===== config.mk =====
export PLATFORM = sky130hd
export DESIGN_NAME = ms_stopwatch_ctrl
export DESIGN_NICKNAME = d
export VERILOG_FILES = /design/src/rtl/ms_stopwatch_ctrl.sv
export SDC_FILE = /design/constraint.sdc
export NUM_CORES = 1
export LEC_CHECK = 0
export CORE_AREA = 2 2 96 98
export DETAILED_ROUTE_END_ITERATION = 10
export DIE_AREA = 0 0 98 100
export PLACE_DENSITY = 0.66
export SLEW_MARGIN = 5
export SYNTH_ARGS = -nofsm -noshare
export SYNTH_HDL_FRONTEND = slang
export SYNTH_SLANG_ARGS = --single-unit

===== constraint.sdc =====
create_clock -name CLK -period 2.95 [get_ports CLK]
set_input_delay 0.4425 -clock CLK [delete_from_list [all_inputs] [get_ports CLK]]
set_output_delay 0.4425 -clock CLK [all_outputs]
set_load 0.005 [all_outputs]

===== src/rtl/ms_stopwatch_ctrl.sv =====
// ms_stopwatch_ctrl: stopwatch sequencer for the millisecond counter datapath.
// Divides CLK to a centisecond tick, runs the idle/run/lap/pause FSM from
// single-cycle button pulses, advances the cs/sec/min cascade and presents
// either the live count or a frozen lap capture on registered outputs.
//
// Button pulses are one-cycle strobes with no handshake: a pulse is acted on
// at the rising edge where it is sampled high. At most one pulse acts per
// edge; CLEAR outranks START_STOP, which outranks LAP, and any lower-ranked
// pulse arriving with a higher-ranked one is dropped, even when the winning
// pulse has no effect in the current state.
module ms_stopwatch_ctrl #(
    parameter int TICK_DIV = 100000,
    parameter int MAX_MIN  = 59
) (
    input  logic       CLK,
    input  logic       RST,
    input  logic       START_STOP,
    input  logic       LAP,
    input  logic       CLEAR,
    output logic [6:0] CS,
    output logic [5:0] SEC,
    output logic [5:0] MIN,
    output logic       RUNNING,
    output logic       LAP_HOLD,
    output logic       OVF,
    output logic       TICK
);

    typedef enum logic [1:0] {
        S_IDLE  = 2'd0,
        S_RUN   = 2'd1,
        S_LAP   = 2'd2,
        S_PAUSE = 2'd3
    } state_t;

    localparam int              PW       = $clog2(TICK_DIV);
    localparam logic [PW-1:0]   PRE_LAST = PW'(TICK_DIV - 1);
    localparam logic [5:0]      MIN_LAST = 6'(MAX_MIN);

    state_t        state_q,  state_d;
    logic [PW-1:0] pre_q,    pre_d;
    logic [6:0]    cs_q,     cs_d;
    logic [5:0]    sec_q,    sec_d;
    logic [5:0]    min_q,    min_d;
    logic [6:0]    lap_cs_q, lap_cs_d;
    logic [5:0]    lap_sec_q, lap_sec_d;
    logic [5:0]    lap_min_q, lap_min_d;
    logic          ovf_q,    ovf_d;

    logic          counting;
    logic          tick_now;
    logic          at_max;
    logic          do_clr;
    logic          do_ss;
    logic          do_lap;

    // Single-winner pulse decode: the highest-ranked pulse masks the others.
    always_comb begin
        do_clr = CLEAR;
        do_ss  = START_STOP & ~CLEAR;
        do_lap = LAP & ~START_STOP & ~CLEAR;
    end

    // Next-state computation for the FSM, prescaler, cascade, lap capture and OVF.
    always_comb begin
        state_d   = state_q;
        pre_d     = pre_q;
        cs_d      = cs_q;
        sec_d     = sec_q;
        min_d     = min_q;
        lap_cs_d  = lap_cs_q;
        lap_sec_d = lap_sec_q;
        lap_min_d = lap_min_q;
        ovf_d     = ovf_q;

        counting = (state_q == S_RUN) || (state_q == S_LAP);
        tick_now = counting && (pre_q == PRE_LAST);
        at_max   = (cs_q == 7'd99) && (sec_q == 6'd59) && (min_q == MIN_LAST);

        // Prescaler only advances while counting; in PAUSE the partial tick is kept.
        if (counting) begin
            pre_d = tick_now ? '0 : pre_q + PW'(1);
        end

        // Cascade advance; at the terminal value the count holds instead.
        if (tick_now && !at_max) begin
            if (cs_q == 7'd99) begin
                cs_d = 7'd0;
                if (sec_q == 6'd59) begin
                    sec_d = 6'd0;
                    min_d = min_q + 6'd1;
                end else begin
                    sec_d = sec_q + 6'd1;
                end
            end else begin
                cs_d = cs_q + 7'd1;
            end
        end

        case (state_q)
            S_IDLE: begin
                if (do_ss) state_d = S_RUN;
            end
            S_RUN: begin
                if (do_ss) begin
                    state_d = S_PAUSE;
                end else if (do_lap) begin
                    // Capture the pre-tick live value on the LAP edge.
                    state_d   = S_LAP;
                    lap_cs_d  = cs_q;
                    lap_sec_d = sec_q;
                    lap_min_d = min_q;
                end
            end
            S_LAP: begin
                if (do_ss) begin
                    state_d = S_PAUSE;
                end else if (do_lap) begin
                    state_d = S_RUN;
                end
            end
            S_PAUSE: begin
                if (do_clr) begin
                    state_d   = S_IDLE;
                    pre_d     = '0;
                    cs_d      = 7'd0;
                    sec_d     = 6'd0;
                    min_d     = 6'd0;
                    lap_cs_d  = 7'd0;
                    lap_sec_d = 6'd0;
                    lap_min_d = 6'd0;
                    ovf_d     = 1'b0;
                end else if (do_ss && !ovf_q) begin
                    state_d = S_RUN;
                end
            end
            default: state_d = S_IDLE;
        endcase

        // Saturation overrides any pulse: freeze at the top and stop.
        if (tick_now && at_max) begin
            ovf_d   = 1'b1;
            state_d = S_PAUSE;
        end
    end

    // State registers and registered outputs; outputs track the next state so
    // a counter change shows up in the cycle right after its tick edge.
    always_ff @(posedge CLK or posedge RST) begin
        if (RST) begin
            state_q   <= S_IDLE;
            pre_q     <= '0;
            cs_q      <= 7'd0;
            sec_q     <= 6'd0;
            min_q     <= 6'd0;
            lap_cs_q  <= 7'd0;
            lap_sec_q <= 6'd0;
            lap_min_q <= 6'd0;
            ovf_q     <= 1'b0;
            CS        <= 7'd0;
            SEC       <= 6'd0;
            MIN       <= 6'd0;
            RUNNING   <= 1'b0;
            LAP_HOLD  <= 1'b0;
            OVF       <= 1'b0;
            TICK      <= 1'b0;
        end else begin
            state_q   <= state_d;
            pre_q     <= pre_d;
            cs_q      <= cs_d;
            sec_q     <= sec_d;
            min_q     <= min_d;
            lap_cs_q  <= lap_cs_d;
            lap_sec_q <= lap_sec_d;
            lap_min_q <= lap_min_d;
            ovf_q     <= ovf_d;
            if (state_d == S_LAP) begin
                CS  <= lap_cs_d;
                SEC <= lap_sec_d;
                MIN <= lap_min_d;
            end else begin
                CS  <= cs_d;
                SEC <= sec_d;
                MIN <= min_d;
            end
            RUNNING  <= (state_d == S_RUN) || (state_d == S_LAP);
            LAP_HOLD <= (state_d == S_LAP);
            OVF      <= ovf_d;
            TICK     <= tick_now;
        end
    end

endmodule


; Yosys cells after proc, flatten, opt, wreduce, memory -nomap -nowiden
; Cells that the tools add are included.
[word_totals]
ff_bits = 80
[op_classes]
addsub = 4
n_eq_ne = 9
n_mux = 45
bitwise = 5
reduce_logical = 14
[op_table]
columns = cell, count
row1 = 6-bit 2-to-1 mux, 18
row2 = 17-bit 2-to-1 mux, 4
row3 = 7-bit 2-to-1 mux, 8
row4 = 6-bit case mux with 2 select lines, 2
row5 = "17-bit by 1-bit adder with 17-bit output, second input constant", 1
row6 = "17-bit equality test, second input constant", 1
row7 = 2-bit 2-to-1 mux, 8
row8 = 7-bit case mux with 2 select lines, 1
row9 = "6-bit by 1-bit adder with 6-bit output, second input constant", 2
row10 = "6-bit equality test, second input constant", 2
row11 = 2-bit case mux with 4 select lines, 1
row12 = "7-bit by 1-bit adder with 7-bit output, second input constant", 1
row13 = "7-bit equality test, second input constant", 1
row14 = "2-bit equality test, second input constant", 3
row15 = 1-bit logical AND, 6
row16 = "2-bit by 1-bit equality test with 1-bit output, second input constant", 2
row17 = 2-bit nonzero test, 2
row18 = 1-bit AND, 3
row19 = 1-bit 2-to-1 mux, 3
row20 = 1-bit logical NOT, 2
row21 = 2-bit logical NOT, 1
row22 = 1-bit logical OR, 2
row23 = 1-bit inverter, 2
row24 = 2-bit AND reduction, 1

; Depth between registers and ports, before layout
; Gate-level depths: netlist (run 1).
[logic_depth]
ltp_word = 9
ltp_mapped = 16
mapped_depth_nobuf = 13

; Worst setup path before layout (run 1)
; Ideal clock, no wire load.
[synth_timing]
path_type = flip-flop to flip-flop
startpoint = register state_q[0]
endpoint = register SEC[2]
arrival_ps = 3187
path_slack_ps = -306
stages_incl_launch_ff = 17
path_buffers = 3
period_less_slack_ps = 3256
cell_sequence = dfrtp_1 inv_1 ha_1 and2_1 clkbuf_1 and2_1 clkbuf_1 nand2_1 nor2_1 a311o_1 ha_1 buf_6 inv_1 nand2_1 nor2_1 or4b_1 nand3_1
[synth_rtl]
columns = element, line
row1 = start: declaration, 40  ; state_t state_q, state_d;
row2 = start signal: assignment, 168  ; state_q <= state_d;
row3 = "parallel branches: the longest is 4 deep, another holds 2-bit case mux with 4 select lines", -
row4 = 2-bit 2-to-1 mux (*), 141  ; if (tick_now && at_max) begin
row5 = named net state_d[1], 40
row6 = 2-bit equality test (*), 177  ; if (state_d == S_LAP) begin
row7 = 6-bit 2-to-1 mux (*), 177
row8 = end signal: assignment, 179  ; SEC <= lap_sec_d;
row9 = end: declaration, 21  ; output logic [5:0] SEC,
; Mark *: on every way through the listed nets, which the timed path passes.
; A chain may end at the register's enable or synchronous reset.

; Worst setup path in the final report (run 1)
[layout_timing]
startpoint = register pre_q[12]
endpoint = register SEC[3]
[layout_rtl]
columns = element, line
row1 = start: declaration, 41  ; logic [PW-1:0] pre_q, pre_d;
row2 = start signal: assignment, 169  ; pre_q <= pre_d;
row3 = 17-bit equality test, 77  ; tick_now = counting && (pre_q == PRE_LAST);
row4 = 1-bit logical AND, 77
row5 = 1-bit logical AND, 141
row6 = 2-bit 2-to-1 mux, 141
row7 = named net state_d[1], 40
row8 = 2-bit equality test, 177
row9 = 6-bit 2-to-1 mux, 177
; The timed path passes the listed nets, and every way through them passes these cells.

==> reports/qor.yml, run 1 <==
status: "finished clean"
cp_slowest_cell: "or4b_4"
syn_to_final_growth_pct: 21.58
grt_max_degree: 44
post-route-period-util: 0.9403
cts_buffer_depth: 2
cap_violations: 0
gr-max-usage-layer: "met2"
critPathTopFamily: "simple AND/OR/NAND/NOR gates"
grtUsageMet2: 0.3087
grt_pass1_wl_mm: 15.08
use_met3: 0.05153
rsz0062_at_grt: "false"
overflow: 0
num_antenna_cells: 0
num_io_pins: 28
final_max_slew_viol_count: 0
p_per_area_nw_per_um2: 889.2
hp-class: "in -> async"
path_class: "reg -> reg"
cp.arrival_ns: 3.07
worstSetupEndpointType: "flop"
worst_pin_slew_ns: 0.6783
drt_wl_total_mm: 8.698
port_buffers: 27
synth_area_leaders: "dfrtp_1 52%, nor2_1 4.7%, a22o_1 4.3%"
path_clk_slew_ns: 0.08
cts_root_buf: "clkbuf_8"
dr.pass1.iters: 4
ys_warn_count: 0
via_per_inst: 5.707
final_hold_viol_count: 0
post-place-ws_ns: 0.1005
core_area_um2: 8890
wl_per_cell_um: 16.26
cts_resized: 0
initialDrtViolationCount: 152
setup-tns-final_ns: 0
timing.fmax_mhz: 360.5
floorplan.initialDensity: 0.4370
drive_gt1_frac: 0.1557
drc: 0
p_leak_uw: 0.002079
required_ns: 3.25
netlist.area_leader.share: 0.5153
path_cells: "or4b_4, nor4b_2, nand2_2, nor2_1, a311o_1, ha_1, buf_12, nor2_1, o21ba_2, and3_1"
dieArea_um2: 9800
ir_worst_vdd_mv: 0.4504
synth-edff-count: 0
synth_ff_type: "dfrtp_1"
synth_top_area_cell: "dfrtp_1"
finalClockSkew_ns: 0.007559
dp.cells: 519
startpoint: "pre_q[12]"
maxSlewHeadroom: 0.5473
die_w_um: 98
syn-num-nets: 388
antenna_found_initial: 0
cts.sinks: 80
dp_hpwl_mm: 5.953
grt_pass1_vias: 3081
die_h_um: 100
async_reset_ff_frac: 1.000
antenna_left: 0
critPathBufInv: 1
cts_setup_buffers: 0
synthDistinctLibCells: 58
num_vias: 3053
grtUsageTotal: 0.1923
cts_tree: "yes"
use_met1: 0.2581
ctsHoldBuffers: 0
setup_ws_ns: 0.1760
cpMostUsedCell: "nor2_1"
clk_latency_ns: 0.36
rr_startpoint: "pre_q[12]"
final_cells: 535
syn_inst: 374
cpPeakStageDelay_ns: 0.56
r2r_setup_slack_ns: 0.18
worst-path-max-fanout: 26
finalSetupViolCount: 0
seq_area_frac_synth: 0.5153
gp_congestion: 0.8357
syn_area_um2: 3885
synth-seq-cells: 80
total_power_uw: 4200
holdWs_ns: 0.4875
period_minus_slack_ns: 2.774
htreeDepth: 3
syn-mean-instance-area_um2: 10.39
fp-row-count: 35
final_nets: 433
start_kind: "flop"
numCtsBuffers: 9
==> cell type report <==
type	count	area, um2
clock buffer	10	137.6
clock inverter	6	116.4
fill	789	4167
inverter	9	37.54
multi-input combinational	267	1808
sequential	80	2002
tap	111	138.9
timing repair buffer	52	483.0
==> worst register-to-register path, cell delays in order (launching register included) <==
cell and delay (ns):
dfrtp_1 0.38, or4b_4 0.56, nor4b_2 0.41, nand2_2 0.13
nor2_1 0.16, a311o_1 0.17, ha_1 0.26, buf_12 0.21
nor2_1 0.08, o21ba_2 0.22, and3_1 0.14
==> metrics by stage <==
step,area (um2),utilization
6_report,4723,0.5313
2_1_floorplan,3913,-
5_1_grt,4723,0.5313
3_5_place_dp,4467,0.5025
4_1_cts,4721,0.5310
3_3_place_gp,4467,0.5025
==> power by group <==
part           switching, uW  total, uW  internal [uW]
logic                    702       1470            770
registers                251       1730           1480
clock network            412       1000            589
total                   1360       4200           2840
==> flip-flops by register name (all words and copies together), names as in the netlist <==
| signal | count |
|---|---|
| cs_q | 7 |
| CS | 7 |
| sec_q | 6 |
| TICK | 1 |
| pre_q | 17 |
| lap_min_q | 6 |
| RUNNING | 1 |
| lap_cs_q | 7 |
| SEC | 6 |
| min_q | 6 |
| lap_sec_q | 6 |
| ovf_q | 1 |
| state_q | 2 |
| LAP_HOLD | 1 |
| MIN | 6 |
==> path summary, 6_finish.rpt <==
check,to,cells past startpoint
max,SEC[3],10
min,SEC[4],2
max reg2reg,SEC[3],10
min reg2reg,lap_cs_q[4],1
max in group asynchronous,cs_q[3],3
min in group CLK,lap_cs_q[4],1
==> cells in the mapped netlist (2+ instances only) <==
master and number:
dfrtp_1 80, nor2_1 49, nand2_1 37, a22o_1 19, o21ai_0 15, clkbuf_1 13
nand3_1 13, xnor2_1 12, xor2_1 10, a21oi_1 9, ha_1 9, inv_1 9
nand4_1 8, and2_1 6, mux2i_1 6, nor4_1 6, and3_1 5, and4_1 4
o31ai_1 4, nand2b_1 3, nor3_1 3, a211o_2 2, a2bb2oi_1 2, a311oi_1 2
a31oi_1 2, buf_2 2, buf_6 2, nand3b_1 2, nor3b_1 2, nor4b_1 2
o2111ai_1 2, o21a_1 2, o21bai_1 2, o221ai_1 2, o311ai_0 2, or3b_2 2
or4b_2 2, or4b_4 2
==> cells by family (layout without fill, tap and decap cells) <==
family                   Yosys count  count (layout)  share of synthesized area
buffers and inverters             27              77                    0.03059
XOR/XNOR                          22              22                    0.04960
AND/OR/NAND/NOR                  154             154                     0.2093
AO/OA/AOI/OAI                     75              75                     0.1478
flip-flops                        80              80                     0.5153
multiplexers                       7               7                    0.01836
adder cells (fa/ha/maj)            9               9                    0.02899
==> metal layers <==
metal	part of all wire	routed length, um
met1	0.45	3936
met2	0.48	4198
met3	0.050	431
met4	0.015	131
met5	0	0
==> cells in the final DEF, fill, tap and decap left out, types with 9 or more instances in the layout <==
| cell | n |
|---|---|
| dfrtp_1 | 80 |
| nor2_1 | 48 |
| nand2_1 | 35 |
| clkdlybuf4s50_1 | 27 |
| buf_4 | 23 |
| a22o_1 | 19 |
| o21ai_0 | 15 |
| nand3_1 | 13 |
| xnor2_1 | 12 |
| xor2_1 | 10 |
| clkbuf_8 | 10 |
| a21oi_1 | 9 |
Note: power is estimated with default switching activity, not from simulation.
==> run 2, diff against run 1 <==
--- a/config.mk
+++ b/config.mk
@@ -6,8 +6,9 @@
 export NUM_CORES = 1
 export LEC_CHECK = 0
-export CORE_AREA = 2 2 96 98
+export ABC_AREA = 1
+export CORE_AREA = 2 2 99 101
 export DETAILED_ROUTE_END_ITERATION = 10
-export DIE_AREA = 0 0 98 100
-export PLACE_DENSITY = 0.66
+export DIE_AREA = 0 0 101 103
+export PLACE_DENSITY_LB_ADDON = 0.1
 export SLEW_MARGIN = 5
 export SYNTH_ARGS = -nofsm -noshare
==> constraint.sdc (replaced) <==
create_clock -name CLK -period 2.95 [get_ports CLK]
set_input_delay 0.59 -clock CLK [delete_from_list [all_inputs] [get_ports CLK]]
set_output_delay 0.59 -clock CLK [all_outputs]
set_load 0.005 [all_outputs]
==> reports/qor.yml, run 2 <==
status: "finished clean"
layout_common_cells: "131 x nand2_1, 80 x dfrtp_1, 61 x inv_1, 47 x nor2_1, 40 x nand3_1"
hold_path_end: "lap_min_q[0]"
use_met3: 0.02847  # -0.02306
synth-seq-cells: 80  # unchanged
clk_latency_ns: 0.35  # about the same
ir_worst_vdd_mv: 0.3247  # -28%
numCtsBuffers: 9  # unchanged
utilization: 0.5009  # -0.03039
drive_gt1_frac: 0.09872  # -0.05694
setup_ws_ns: 0.2733  # +0.09735 ns
cts_root_buf: "clkbuf_8"
synthDistinctLibCells: 36  # -38%
dieArea_um2: 10400  # +6.2%
p_leak_uw: 0.002385  # +15%
finalSetupViolCount: 0  # unchanged
synth-edff-count: 0  # unchanged
antenna_left: 0  # unchanged
cts_resized: 0  # unchanged
worstHoldPathCells: 2
final_max_slew_viol_count: 0  # unchanged
num_antenna_cells: 0  # unchanged
port_buffers: 27  # unchanged
overflow: 0  # unchanged
grt_pass1_vias: 3325  # +7.9%
final_cells: 661  # +24%
hp-start: "lap_min_q[0]"
htreeDepth: 3  # unchanged
syn_inst: 507  # +36%
cap_violations: 0  # unchanged
path_class: "reg -> reg"
cp.arrival_ns: 2.87  # -0.20 ns
cts_setup_buffers: 0  # unchanged
dp.cells: 645  # +24%
drt_wl_total_mm: 9.098  # +4.6%
async_reset_ff_frac: 1.000  # unchanged
required_ns: 3.15  # -0.10 ns
final_common_cell: "nand2_1"
synth_ff_type: "dfrtp_1"
syn-num-nets: 521  # +34%
worst-path-max-fanout: 21  # -19%
post-route-period-util: 0.9073  # -0.03300
maxSlewHeadroom: 0.5102  # -0.03706
gp_congestion: 0.8796  # +5.3%
setup-tns-final_ns: 0  # unchanged
syn_area_um2: 4090  # +5.3%
synth_area_leaders: "dfrtp_1 49%, nand2_1 12%, inv_1 5.7%"
dp_hpwl_mm: 6.473  # +8.7%
finalClockSkew_ns: 0.01854  # +0.01098 ns
gr-max-usage-layer: "met2"
worstSetupEndpointType: "flop"
wl_per_cell_um: 13.76  # -15%
num_io_pins: 28  # unchanged
largest_reg_flops: 17  # unchanged
die_w_um: 101  # +3.1%
ys_warn_count: 0  # unchanged
die_h_um: 103  # +3.0%
grt_pass1_wl_mm: 15.87  # +5.3%
post-place-ws_ns: 0.001470  # -0.09901 ns
antenna_found_initial: 0  # unchanged
rr_worst_depth: 9  # -1
synth_top_area_cell: "dfrtp_1"
start_kind: "flop"
seq_area_frac_synth: 0.4894  # -0.02585
syn_to_final_growth_pct: 15.85
register_area_um2: 2002  # unchanged
rr_startpoint: "sec_q[0]"
cts.sinks: 80  # unchanged
via_per_inst: 5.036  # -12%
core_area_um2: 9459  # +6.4%
floorplan.initialDensity: 0.4324  # -0.004609
r2r_end: "CS[1]"
initialDrtViolationCount: 118  # -22%
timing.fmax_mhz: 373.6  # +3.6%
netlist.area_leader.share: 0.4894  # -0.02585
use_met1: 0.2422  # -0.01582
final_nets: 556  # +28%
synthTopCellsByCount: "131 x nand2_1, 80 x dfrtp_1, 62 x inv_1"
cts_buffer_depth: 2  # unchanged
period_minus_slack_ns: 2.677  # -0.09735 ns
grt_max_degree: 39  # -11%
rsz0062_at_grt: "true"
synth.most_common_cell: "nand2_1"
final_hold_viol_count: 0  # unchanged
grtUsageTotal: 0.1946  # +0.002330
r2r_setup_slack_ns: 0.27  # +0.10 ns
syn-mean-instance-area_um2: 8.067  # -22%
ctsHoldBuffers: 0  # unchanged
fp-row-count: 36  # +2.9%
p_per_area_nw_per_um2: 675.0  # -24%
multi_input_area_um2: 1765  # -2.4%
regMostFlops: "pre_q"
num_vias: 3329  # +9.0%
cts_tree: "yes"
path_clk_slew_ns: 0.08  # about the same
fillers: 963  # +22%
design_area_um2: 4738  # +0.32%
hp-class: "reg -> reg"
postPlaceCellArea_um2: 4517  # +1.1%
grtUsageMet2: 0.3410  # +0.03228
dr.pass1.iters: 4  # unchanged
drc: 0  # unchanged
worst_pin_slew_ns: 0.7339  # +0.05557 ns
run 2: cell count changes after synthesis, moves of 8 or more:
cell,before,now
nand4_1,8,18
inv_1,9,62
clkbuf_1,13,4
nand2_1,37,131
xnor2_1,12,0
a22o_1,19,0
nand3_1,13,40
xor2_1,10,2
o21ai_0,15,25
run 2: how the worst max path moves through the flow:
stage                   from    end  slack [ns]  cells after the start
floorplan                RST  CS[0]        0.31                      1
global placement       CLEAR  CS[1]        0.05                     13
detailed placement     CLEAR  CS[1]       0.001                     10
CTS                 sec_q[0]  CS[1]        0.23                      9
global route        sec_q[0]  CS[1]      -0.008                     10
finish              sec_q[0]  CS[1]        0.27                      9
run 2: final cells by class:
type	count	area share
Clock buffer	10	0.02693
Clock inverter	6	0.01980
Inverter	68	0.05413
Multi-Input combinational cell	347	0.3726
Sequential cell	80	0.4225
Tap cell	114	0.03010
Timing Repair Buffer	36	0.07394
run 2: routing by layer:
layer	vias to the layer above	part of all wire
met5	-	0
met4	0	0.019
met3	17	0.024
met2	44	0.50
met1	1556	0.46
li1	1712	-
run 2: power breakdown:
part	switching (uW)	internal (uW)	leakage [uW]	total, uW
sequential	144	1250	0.00109	1400
combinational	573	331	0.00119	903
clock	416	481	0.000107	898
run 2: critical path, stage by stage (launching register included):
cell and delay [ns]:
dfrtp_1 0.41, ha_1 0.20, nand3_1 0.12, nor2_1 0.23, nand3_1 0.20, nor3_1 0.29
nor2_1 0.11, ha_1 0.22, inv_1 0.54, o21ai_0 0.21
run 2: kinds of logic after synthesis:
kind of cell               synth area share
AOI/OAI and AO/OA                   0.07770
xor gates and xnor gates           0.004283
adders and majority gates           0.02753
buffers and inverters               0.07892
DFF                                  0.4894
and+or+nand+nor                      0.3221
run 2: metrics by stage:
stage               power, uW  hold slack (ns)
floorplan                2008           0.4460
global placement         2346           0.4617
detailed placement       2344           0.4667
CTS                      3255           0.4874
global route             3452           0.5170
finish                   3198           0.4804
==> run 3, diff against run 2 <==
Settings changed: REMOVE_ABC_BUFFERS set to 1.
==> reports/qor.yml, run 3 (same netlist as run 2, synthesis figures left out) <==
layout_common_cells: "131 x nand2_1, 80 x dfrtp_1, 61 x inv_1, 47 x nor2_1, 40 x nand3_1"
grt_pass1_vias: 3304  # -0.63%
num_io_pins: 28  # unchanged
required_ns: 3.18  # +0.03 ns
final_common_cell: "nand2_1"
syn_to_final_growth_pct: 14.81
regMostFlops: "pre_q"
r2r_setup_slack_ns: 0.43  # +0.16 ns
die_h_um: 103  # unchanged
period_minus_slack_ns: 2.518  # -0.1589 ns
cp.arrival_ns: 2.74  # -0.13 ns
cts_resized: 0  # unchanged
cts.sinks: 80  # unchanged
antenna_found_initial: 0  # unchanged
port_buffers: 27  # unchanged
via_per_inst: 5.108  # +1.4%
cts_setup_buffers: 0  # unchanged
num_vias: 3371  # +1.3%
cts_tree: "yes"
wl_per_cell_um: 14.26  # +3.6%
cp_slowest_cell: "ha_1"
final_nets: 556  # unchanged
drive_gt1_frac: 0.09341  # -0.005314
fillers: 962  # -0.10%
setup-tns-final_ns: 0  # unchanged
num_antenna_cells: 0  # unchanged
maxSlewHeadroom: 0.6263  # +0.1161
htreeDepth: 3  # unchanged
rsz0062_at_grt: "false"
drt_wl_total_mm: 9.413  # +3.5%
dp_hpwl_mm: 6.662  # +2.9%
drc: 0  # unchanged
path_cells: "inv_1, ha_1, inv_2, nor2_1, nand2_1, nor2_4, nand3_1, nand3_1, ha_1, inv_1, buf_4, nand4_1, o21ai_0"
overflow: 0  # unchanged
timing.fmax_mhz: 397.2  # +6.3%
finalSetupViolCount: 0  # unchanged
start_kind: "flop"
largest_reg_flops: 17  # unchanged
critPathTopFamily: "simple AND/OR/NAND/NOR gates"
grtUsageTotal: 0.2039  # +0.009258
gp_congestion: 0.8211  # -6.7%
floorplan.initialDensity: 0.4324  # unchanged
antenna_left: 0  # unchanged
grt_max_degree: 36  # -7.7%
grt_pass1_wl_mm: 16.37  # +3.1%
dr.pass1.iters: 5  # +1
ir_worst_vdd_mv: 0.3637  # +12%
cpPeakStageDelay_ns: 0.50  # -0.04 ns
final_cells: 660  # -0.15%
worst-path-max-fanout: 21  # unchanged
path_class: "reg -> reg"
dp.cells: 645  # unchanged
cts_buffer_depth: 2  # unchanged
post-route-period-util: 0.8535  # -0.05387
critPathBufInv: 4  # +3
fp-row-count: 36  # unchanged
status: "finished clean"
finalClockSkew_ns: 0.007858  # -0.01068 ns
cts_root_buf: "clkbuf_8"
p_leak_uw: 0.002367  # -0.77%
numCtsBuffers: 9  # unchanged
worst_pin_slew_ns: 0.5600  # -0.1739 ns
p_per_area_nw_per_um2: 657.6  # -2.6%
die_w_um: 101  # unchanged
final_max_slew_viol_count: 0  # unchanged
final_hold_viol_count: 0  # unchanged
clk_latency_ns: 0.36  # about the same
core_area_um2: 9459  # unchanged
path_clk_slew_ns: 0.08  # about the same
initialDrtViolationCount: 162  # +37%
cap_violations: 0  # unchanged
worstSetupEndpointType: "flop"
ctsHoldBuffers: 0  # unchanged
dieArea_um2: 10400  # unchanged
hp-class: "reg -> reg"
[run 3: cell count changes in the layout (fill, tap and decap cells not counted)]
cell	before	now
clkinv_2	1	2
clkinv_4	3	1
bufinv_16	2	1
clkbuf_1	1	3
clkinvlp_4	1	0
[run 3: through the flow]
stage / setup WS (ns) / total power [uW] / hold slack [ns] / cell area (um2) / utilization
global placement: 0.2500 / 2352 / 0.4726 / 4517 / 0.4775
CTS: 0.3877 / 3139 / 0.5021 / 4696 / 0.4964
global route: 0.1749 / 3311 / 0.5347 / 4696 / 0.4964
finish: 0.4322 / 3088 / 0.4951 / 4696 / 0.4964
floorplan: 0.3083 / 1967 / 0.4460 / 4023 / -
detailed placement: 0.2240 / 2349 / 0.4808 / 4517 / 0.4775
[run 3: layout make-up]
cell class	count	area [um2]	share of cell area
Multi-Input combinational cell	347	1765	0.3760
Tap cell	114	142.6	0.03038
Inverter	68	256.5	0.05462
Sequential cell	80	2002	0.4263
Clock inverter	3	43.79	0.009326
Clock buffer	12	135.1	0.02878
Timing Repair Buffer	36	350.3	0.07461
[run 3: worst paths after layout]
| check | from | to | cells past startpoint |
|---|---|---|---|
| min in group asynchronous | RST | lap_sec_q[4] | 2 |
| min | lap_min_q[0] | lap_min_q[0] | 2 |
| max reg2reg | state_q[0] | MIN[1] | 13 |
| max | state_q[0] | MIN[1] | 13 |
| max in group asynchronous | RST | pre_q[14] | 3 |
| min reg2reg | lap_min_q[0] | lap_min_q[0] | 2 |
[run 3: tightest hold or removal path: stages, from the launching register on]
cell and delay (ns):
dfrtp_1 0.33, a22oi_1 0.08, inv_1 0.06
[run 3: per-layer routing]
metal	GRT usage	wire, um	vias up
li1	-	-	1713
met1	0.2760	4515	1569
met2	0.3241	4330	74
met3	0.03322	346	15
met4	0.09252	221	0
met5	0	0	-
[run 3: power breakdown]
part	leakage (uW)	switching [uW]	internal, uW
clock	0.0000904	388	388
combinational	0.00119	581	326
sequential	0.00109	150	1250
total	0.00237	1120	1970
